**src/rtl/and_gate_test_sequencer.sv**
```systemverilog
// rtl/and_gate_test_sequencer.sv - self-test sequencer for the shared two-input AND gate unit
//
// Purpose:
//   On a start pulse, walks the gate inputs through {A,B} = 00, 01, 10, 11.
//   Each vector is driven for HOLD_CYCLES cycles and then sampled for one cycle.
//   Every sample of C is compared with A&B. Mismatches are counted, and the
//   first failing vector is captured. A start/busy/done handshake reports the
//   result. While a test runs, this block owns the gate inputs.
//
// Parameters:
//   HOLD_CYCLES  settle cycles per vector before C is sampled (1..255)
//   CNT_W        hold counter width, 2**CNT_W > HOLD_CYCLES
//
// Ports:
//   clk, rst     clock, asynchronous active-high reset
//   start        begin a test (accepted in IDLE or DONE only)
//   abort        cancel a running test (only while busy)
//   C_in         output C of the gate under test
//   A_out, B_out gate inputs A and B
//   busy         test in progress (DRIVE or SAMPLE)
//   done         test finished, held until next start or reset
//   pass         done with zero mismatches
//   err_count    number of mismatching vectors (0..4)
//   fail_vec     first mismatching vector {A,B}, valid when fail_valid
//   fail_valid   sticky flag for the first mismatch of a run

module and_gate_test_sequencer #(
  parameter int HOLD_CYCLES = 4,
  parameter int CNT_W       = 8
) (
  input  logic       clk,
  input  logic       rst,
  input  logic       start,
  input  logic       abort,
  input  logic       C_in,
  output logic       A_out,
  output logic       B_out,
  output logic       busy,
  output logic       done,
  output logic       pass,
  output logic [2:0] err_count,
  output logic [1:0] fail_vec,
  output logic       fail_valid
);

  typedef enum logic [1:0] {
    ST_IDLE,
    ST_DRIVE,
    ST_SAMPLE,
    ST_DONE
  } state_t;

  localparam logic [CNT_W-1:0] HOLD_LAST = CNT_W'(HOLD_CYCLES - 1);

  state_t           state;
  logic [1:0]       vec;
  logic [CNT_W-1:0] hold_cnt;

  logic             expected_c;
  logic             mismatch;
  logic [2:0]       err_next;
  logic [1:0]       vec_inc;

  // The golden value is computed from the vector register itself, not from
  // A_out/B_out. A fault on the output pins therefore still shows up as a
  // mismatch at C.
  assign expected_c = vec[1] & vec[0];
  assign mismatch   = (C_in != expected_c);

  // One increment per vector at most, so four vectors never overflow 3 bits.
  assign err_next   = err_count + {2'b00, mismatch};
  assign vec_inc    = vec + 2'd1;

  always_ff @(posedge clk or posedge rst) begin
    if (rst) begin
      state      <= ST_IDLE;
      vec        <= 2'd0;
      hold_cnt   <= '0;
      A_out      <= 1'b0;
      B_out      <= 1'b0;
      busy       <= 1'b0;
      done       <= 1'b0;
      pass       <= 1'b0;
      err_count  <= 3'd0;
      fail_vec   <= 2'd0;
      fail_valid <= 1'b0;
    end else begin
      case (state)
        // IDLE and DONE share the launch path. Abort has no meaning here,
        // so start wins even when both are high.
        ST_IDLE, ST_DONE: begin
          if (start) begin
            state      <= ST_DRIVE;
            vec        <= 2'd0;
            hold_cnt   <= '0;
            A_out      <= 1'b0;
            B_out      <= 1'b0;
            busy       <= 1'b1;
            done       <= 1'b0;
            pass       <= 1'b0;
            err_count  <= 3'd0;
            fail_vec   <= 2'd0;
            fail_valid <= 1'b0;
          end
        end

        ST_DRIVE: begin
          if (abort) begin
            // Partial err_count and fail_* stay visible until the next start.
            state <= ST_IDLE;
            A_out <= 1'b0;
            B_out <= 1'b0;
            busy  <= 1'b0;
            done  <= 1'b0;
            pass  <= 1'b0;
          end else begin
            hold_cnt <= hold_cnt + CNT_W'(1);
            if (hold_cnt == HOLD_LAST) begin
              state <= ST_SAMPLE;
            end
          end
        end

        ST_SAMPLE: begin
          if (abort) begin
            // Abort wins over the pending compare, so this vector is not scored.
            state <= ST_IDLE;
            A_out <= 1'b0;
            B_out <= 1'b0;
            busy  <= 1'b0;
            done  <= 1'b0;
            pass  <= 1'b0;
          end else begin
            err_count <= err_next;
            if (mismatch && !fail_valid) begin
              fail_vec   <= vec;
              fail_valid <= 1'b1;
            end
            if (vec == 2'd3) begin
              state <= ST_DONE;
              A_out <= 1'b0;
              B_out <= 1'b0;
              busy  <= 1'b0;
              done  <= 1'b1;
              // Uses the updated count so that the last vector is included.
              pass  <= (err_next == 3'd0);
            end else begin
              state    <= ST_DRIVE;
              vec      <= vec_inc;
              hold_cnt <= '0;
              A_out    <= vec_inc[1];
              B_out    <= vec_inc[0];
            end
          end
        end

        default: begin
          state <= ST_IDLE;
          A_out <= 1'b0;
          B_out <= 1'b0;
          busy  <= 1'b0;
          done  <= 1'b0;
          pass  <= 1'b0;
        end
      endcase
    end
  end

endmodule

```
**config.mk**
```make
export PLATFORM = sky130hd
export DESIGN_NAME = and_gate_test_sequencer
export DESIGN_NICKNAME = d
export VERILOG_FILES = /design/src/rtl/and_gate_test_sequencer.sv
export SDC_FILE = /design/constraint.sdc
export NUM_CORES = 1
export LEC_CHECK = 0
export ABC_CLOCK_PERIOD_IN_PS = 2450
export BUFFER_PORTS_ARGS = -buffer_cell sky130_fd_sc_hd__buf_2
export CAP_MARGIN = 20
export CORE_ASPECT_RATIO = 1.75
export CORE_MARGIN = 1
export CORE_UTILIZATION = 37
export CTS_CLUSTER_SIZE = 24
export DETAILED_ROUTE_END_ITERATION = 8
export PLACE_DENSITY = 0.53
export SLEW_MARGIN = 10
export SYNTH_ARGS = -nofsm -noshare
export SYNTH_HDL_FRONTEND = slang
export SYNTH_SLANG_ARGS = --single-unit
```
**constraint.sdc**
```tcl
create_clock -name clk -period 2.45 [get_ports clk]
set_clock_uncertainty 0.1 [all_clocks]
set_input_delay 0.245 -clock clk [delete_from_list [all_inputs] [get_ports clk]]
set_output_delay 0.245 -clock clk [all_outputs]
set_load 0.02 [all_outputs]
```
== Yosys cells after proc, flatten, opt, wreduce, memory -nomap -nowiden ==
Index checks and enable logic that the tools add are counted.
W data, S select, Z words.

* Input bits: 5
* Output and inout port bits: 11
* Logic and storage cells: 84
* Flip-flop bits (word level): 23

* Bitwise operators: 1
* Reduce and logical (&&, ||, !) cells: 13
* Equal/unequal tests: 14
* Mux-type cells: 42
* Add/sub/neg operators: 3

{| class="wikitable"
|+ Operators by type and width
! operator !! count
|-
| $mux W8 || 4
|-
| $pmux W8 S3 || 1
|-
| $mux W2 || 10
|-
| $mux W1 || 15
|-
| $pmux W1 S3 || 5
|-
| $ne A2 B2 Y1 const B || 6
|-
| $reduce_and A4 Y1 || 3
|-
| $add A8 B1 Y8 const B || 1
|-
| $eq A8 B2 Y1 const B || 1
|-
| $pmux W2 S2 || 2
|-
| $eq A2 B2 Y1 const B || 3
|-
| $mux W3 || 2
|-
| $ne A3 B3 Y1 const B || 2
|-
| $pmux W2 S3 || 1
|-
| $pmux W3 S2 || 1
|-
| $reduce_and A3 Y1 || 2
|-
| $reduce_and A2 Y1 || 2
|-
| $add A3 B1 Y3 || 1
|-
| $logic_not A3 Y1 || 1
|-
| $add A2 B1 Y2 const B || 1
|-
| $eq A2 B1 Y1 const B || 1
|-
| $logic_not A2 Y1 || 1
|-
| $pmux W1 S2 || 1
|-
| $reduce_bool A2 Y1 || 1
|-
| 5 further kinds || 5
|}

== Longest topological paths before layout ==
* Depth after elaboration: 7
* Depth in mapped cells: 10
* Mapped depth without buffers: 9

== Least setup slack after synthesis ==
OpenSTA, ideal clock, no wires.

* Path kind: reg-to-reg
* Start point: reg vec[0]
* End point: reg pass
* Setup slack: 0.331 ns
* Arrival time: 1.952 ns
* Setup time: 0.067 ns
* Required time: 2.283 ns
* Path buffers: 1
* Stages on the path, launching flop included: 9
* Period minus slack after synthesis: 2.119 ns
* Path through: dfrtp_1 -> ha_1 -> buf_6 -> xnor2_1 -> inv_1 -> ha_1 -> ha_1 -> nor4_1 -> a32o_1

* Word-level cells in the longest chain between the ends: 7
* Elaborated cells on any way between the ends: 10
* Those cells by class: add/sub: 1; eq/ne: 3; mux: 3; bitwise: 1; reduce/logical: 2

{| class="wikitable"
|+ Ends and longest elaborated chain
! element !! line !! source
|-
| start, declared || 56 || <nowiki>logic [1:0] vec;</nowiki>
|-
| start signal, assigned || 149 || <nowiki>vec <= vec_inc;</nowiki>
|-
| $and A1 B1 Y1 || 67 || <nowiki>assign expected_c = vec[1] & vec[0];</nowiki>
|-
| $ne A1 B1 Y1 || 68 || <nowiki>assign mismatch = (C_in != expected_c);</nowiki>
|-
| $add A3 B1 Y3 || 71 || <nowiki>assign err_next = err_count + {2'b00, mismatch};</nowiki>
|-
| $logic_not A3 Y1 || 146 || <nowiki>pass <= (err_next == 3'd0);</nowiki>
|-
| $mux W1 || 139 || <nowiki>if (vec == 2'd3) begin</nowiki>
|-
| $mux W1 || 125 || <nowiki>if (abort) begin</nowiki>
|-
| $pmux W1 S3 || 88 || <nowiki>case (state)</nowiki>
|-
| end signal, assigned || 146 ||
|-
| end, declared || 40 || <nowiki>output logic pass,</nowiki>
|}

Parallel ways exist; a longest one is shown, timed or not. The select of a mux whose other input is x is not followed.
A chain may end at the register's enable or synchronous reset.

== Worst setup path in the final report ==
Ends and elaborated chain as after synthesis.

==> flow_metrics.env <==
export IMPL_status="completed"
export IMPL_design_area_um2=1490
export IMPL_syn_avg_cell_area_um2=9.43
export IMPL_first_iter_violations=24
export IMPL_synth_top_cell_area_share=0.430
export IMPL_final_antenna_net_count=0
export IMPL_seq_area_frac_synth=0.430
export IMPL_slowest_stage="dfrtp_1"
export IMPL_power_mw=1.35
export IMPL_tightest_slew_ns=0.901
export IMPL_yosysWarnings=0
export IMPL_grt_pass1_vias=1085
export IMPL_n_fill_cell=397
export IMPL_dieArea_um2=3870
export IMPL_cpPeakStageDelay_ns=0.45
export IMPL_io_pins=16
export IMPL_powerDensity_nw_per_um2=904
export IMPL_setup_violations=0
export IMPL_path_max_fanout=6
export IMPL_drive_gt1_frac=0.185
export IMPL_drc=0
export IMPL_netlist_instances=142
export IMPL_cts_max_level=1
export IMPL_synth_top_cell_by_area="dfrtp_1"
export IMPL_place_congestion=0.813
export IMPL_cts_resized=0
export IMPL_drv_cap=0
export IMPL_rr_worst_depth=7
export IMPL_drv_slew=0
export IMPL_syn_nets=153
export IMPL_fp_dieH_um=81.6
export IMPL_crit_path_start="vec[0]$_DFFE_PP0P_"
export IMPL_arrival_ns=2.40
export IMPL_dpl_worst_slack_ns=0.213
export IMPL_dr_pass1_iters=4
export IMPL_hold_ws_ns=0.0598
export IMPL_vdd_ir_drop_max_mv=0.476
export IMPL_worstHoldPathType="input pin to asynchronous set/reset pin"
export IMPL_r2r_end="pass$_DFFE_PP0P_"
export IMPL_clk_latency_ns=0.27
export IMPL_rsz0062_at_grt="false"
export IMPL_ys_top_cells_by_area="dfrtp_1, ha_1, nand2_1"
export IMPL_syn_to_final_growth_pct=11.3
export IMPL_critPathLaunchType="register"
export IMPL_grt_first_pass_wirelength_um=5050
export IMPL_grtUsageTotal=0.182
export IMPL_clock_sinks=23
export IMPL_placed_cells=198
export IMPL_post_cts_buffers=0
export IMPL_syn_cell_area_um2=1340
export IMPL_endpoint_kind="register"
export IMPL_cts_hold_buf=0
export IMPL_wl_um=3130
export IMPL_tns_ns=0
export IMPL_clockBufferDepth=2
export IMPL_fin_cells=202
export IMPL_clkTransAtPathRegs_ns=0.09
export IMPL_fin_nets=169
export IMPL_floorplan_initialDensity=0.390
export IMPL_rows=28
export IMPL_wl_per_cell_um=15.5
export IMPL_relSlewSlack=0.399
export IMPL_antenna_found_initial=0
export IMPL_ys_types=40
export IMPL_r2r_slack_ns=0.15
export IMPL_min_period_ns=2.30
export IMPL_ys_ff_latch=23
export IMPL_crit_top_cell="ha_1"
export IMPL_hold_violations=0
export IMPL_grt_overflow=0
export IMPL_dr_total_vias=1122
export IMPL_grt_max_degree=24
export IMPL_final_util=0.434
export IMPL_crit_path_cell_trace="ha_1, xnor2_1, inv_1, ha_1, ha_1, nor4_1, a32o_1"
export IMPL_worstReg2RegStart="vec[0]$_DFFE_PP0P_"
export IMPL_crit_type="register to register"
export IMPL_numCtsBuffers=3
export IMPL_p_leak_nw=0.708
export IMPL_placed_area_um2=1440
export IMPL_fp_dieW_um=47.5
export IMPL_finalCritPeriodShare=0.941
export IMPL_clockRootBuffer="clkbuf_8"
export IMPL_dpl_hpwl_um=2400
export IMPL_core_area_um2=3430
export IMPL_port_buffers=15
export IMPL_required_ns=2.55
export IMPL_fmax_mhz=434
export IMPL_antenna_cells=0
export IMPL_via_per_inst=5.55
export IMPL_setup_ws_ns=0.145
export IMPL_cts_tree="yes"
==> registers in the layout, summed over array words and instances, names as in the netlist <==
register,count
fail_valid,1
hold_cnt,8
err_count,3
vec,2
done,1
B_out,1
A_out,1
state,2
pass,1
busy,1
fail_vec,2
==> cells in the final DEF, fill, tap and decap left out, types with 5 or more instances in the layout <==
cell type | synthesis | layout
nand2_1 | 18 | 18
ha_1 | 6 | 6
nor3_1 | 5 | 5
a21oi_1 | 5 | 5
buf_2 | 0 | 15
nand3_1 | 8 | 8
o31ai_1 | 5 | 5
o21ai_0 | 13 | 13
inv_1 | 6 | 6
dfrtp_1 | 23 | 23
==> report_power, final <==
| part | switching [mW] | internal [mW] |
|---|---|---|
| Sequential | 0.0708 | 0.449 |
| Combinational | 0.375 | 0.216 |
| Clock | 0.124 | 0.114 |
==> cell families (layout without fill, tap and decap cells) <==
group	Yosys count	after routing	share of synthesized area
buffers and inverters	12	27	0.0477
adders and majority gates	6	6	0.0561
xor gates and xnor gates	2	2	0.0131
and+or+nand+nor	54	54	0.218
AOI/OAI and AO/OA	42	42	0.211
DFF	23	23	0.430
muxes	3	3	0.0243
==> worst max-delay path: cells and delay by family (launching register included) <==
family	cells	cell delay [ns]
flops	1	0.45
buf+inv	1	0.11
xor+xnor	1	0.26
simple gates	1	0.36
fa+ha+maj	3	0.74
compound gates	1	0.21
==> worst max path at each step <==
stage,endpoint,cells past startpoint
floorplan,pass$_DFFE_PP0P_,8
detailed placement,pass$_DFFE_PP0P_,7
finish,pass$_DFFE_PP0P_,7
global placement,err_count[1]$_DFFE_PP0P_,9
CTS,pass$_DFFE_PP0P_,7
global route,pass$_DFFE_PP0P_,7
==> metal layers <==
metal | global-route usage | share of wire
met5 | 0 | 0
met4 | 0.0600 | 0.015
met3 | 0.0198 | 0.013
met2 | 0.333 | 0.55
met1 | 0.207 | 0.42
==> synthesized netlist by cell type (all sizes together) <==
master	n
a32o	1
clkbuf	3
nand4	2
nand2	18
dfrtp	23
and2	1
and3	2
nor2	2
a21oi	5
mux2i	1
nor3	5
nor4	3
nor2b	2
nand2b	4
a22o	3
or2	1
mux2	2
o2bb2ai	1
inv	6
o21ai	14
o31ai	5
xnor2	1
or4	4
o21bai	1
nand3	9
a21boi	3
buf	3
a31oi	3
a21o	2
xor2	1
and2b	1
ha	6
a22oi	3
o21a	1
==> layout make-up <==
class | instances | area, um^2 | area share
clock buffers | 3 | 41.3 | 0.0277
clock inverters | 1 | 5.00 | 0.00336
inverters | 6 | 22.5 | 0.0151
multi-input cells | 107 | 699 | 0.469
flip-flops and latches | 23 | 576 | 0.386
well taps | 45 | 56.3 | 0.0378
repair buffers | 17 | 90.1 | 0.0605
Power figures use the tool's default switching activity.
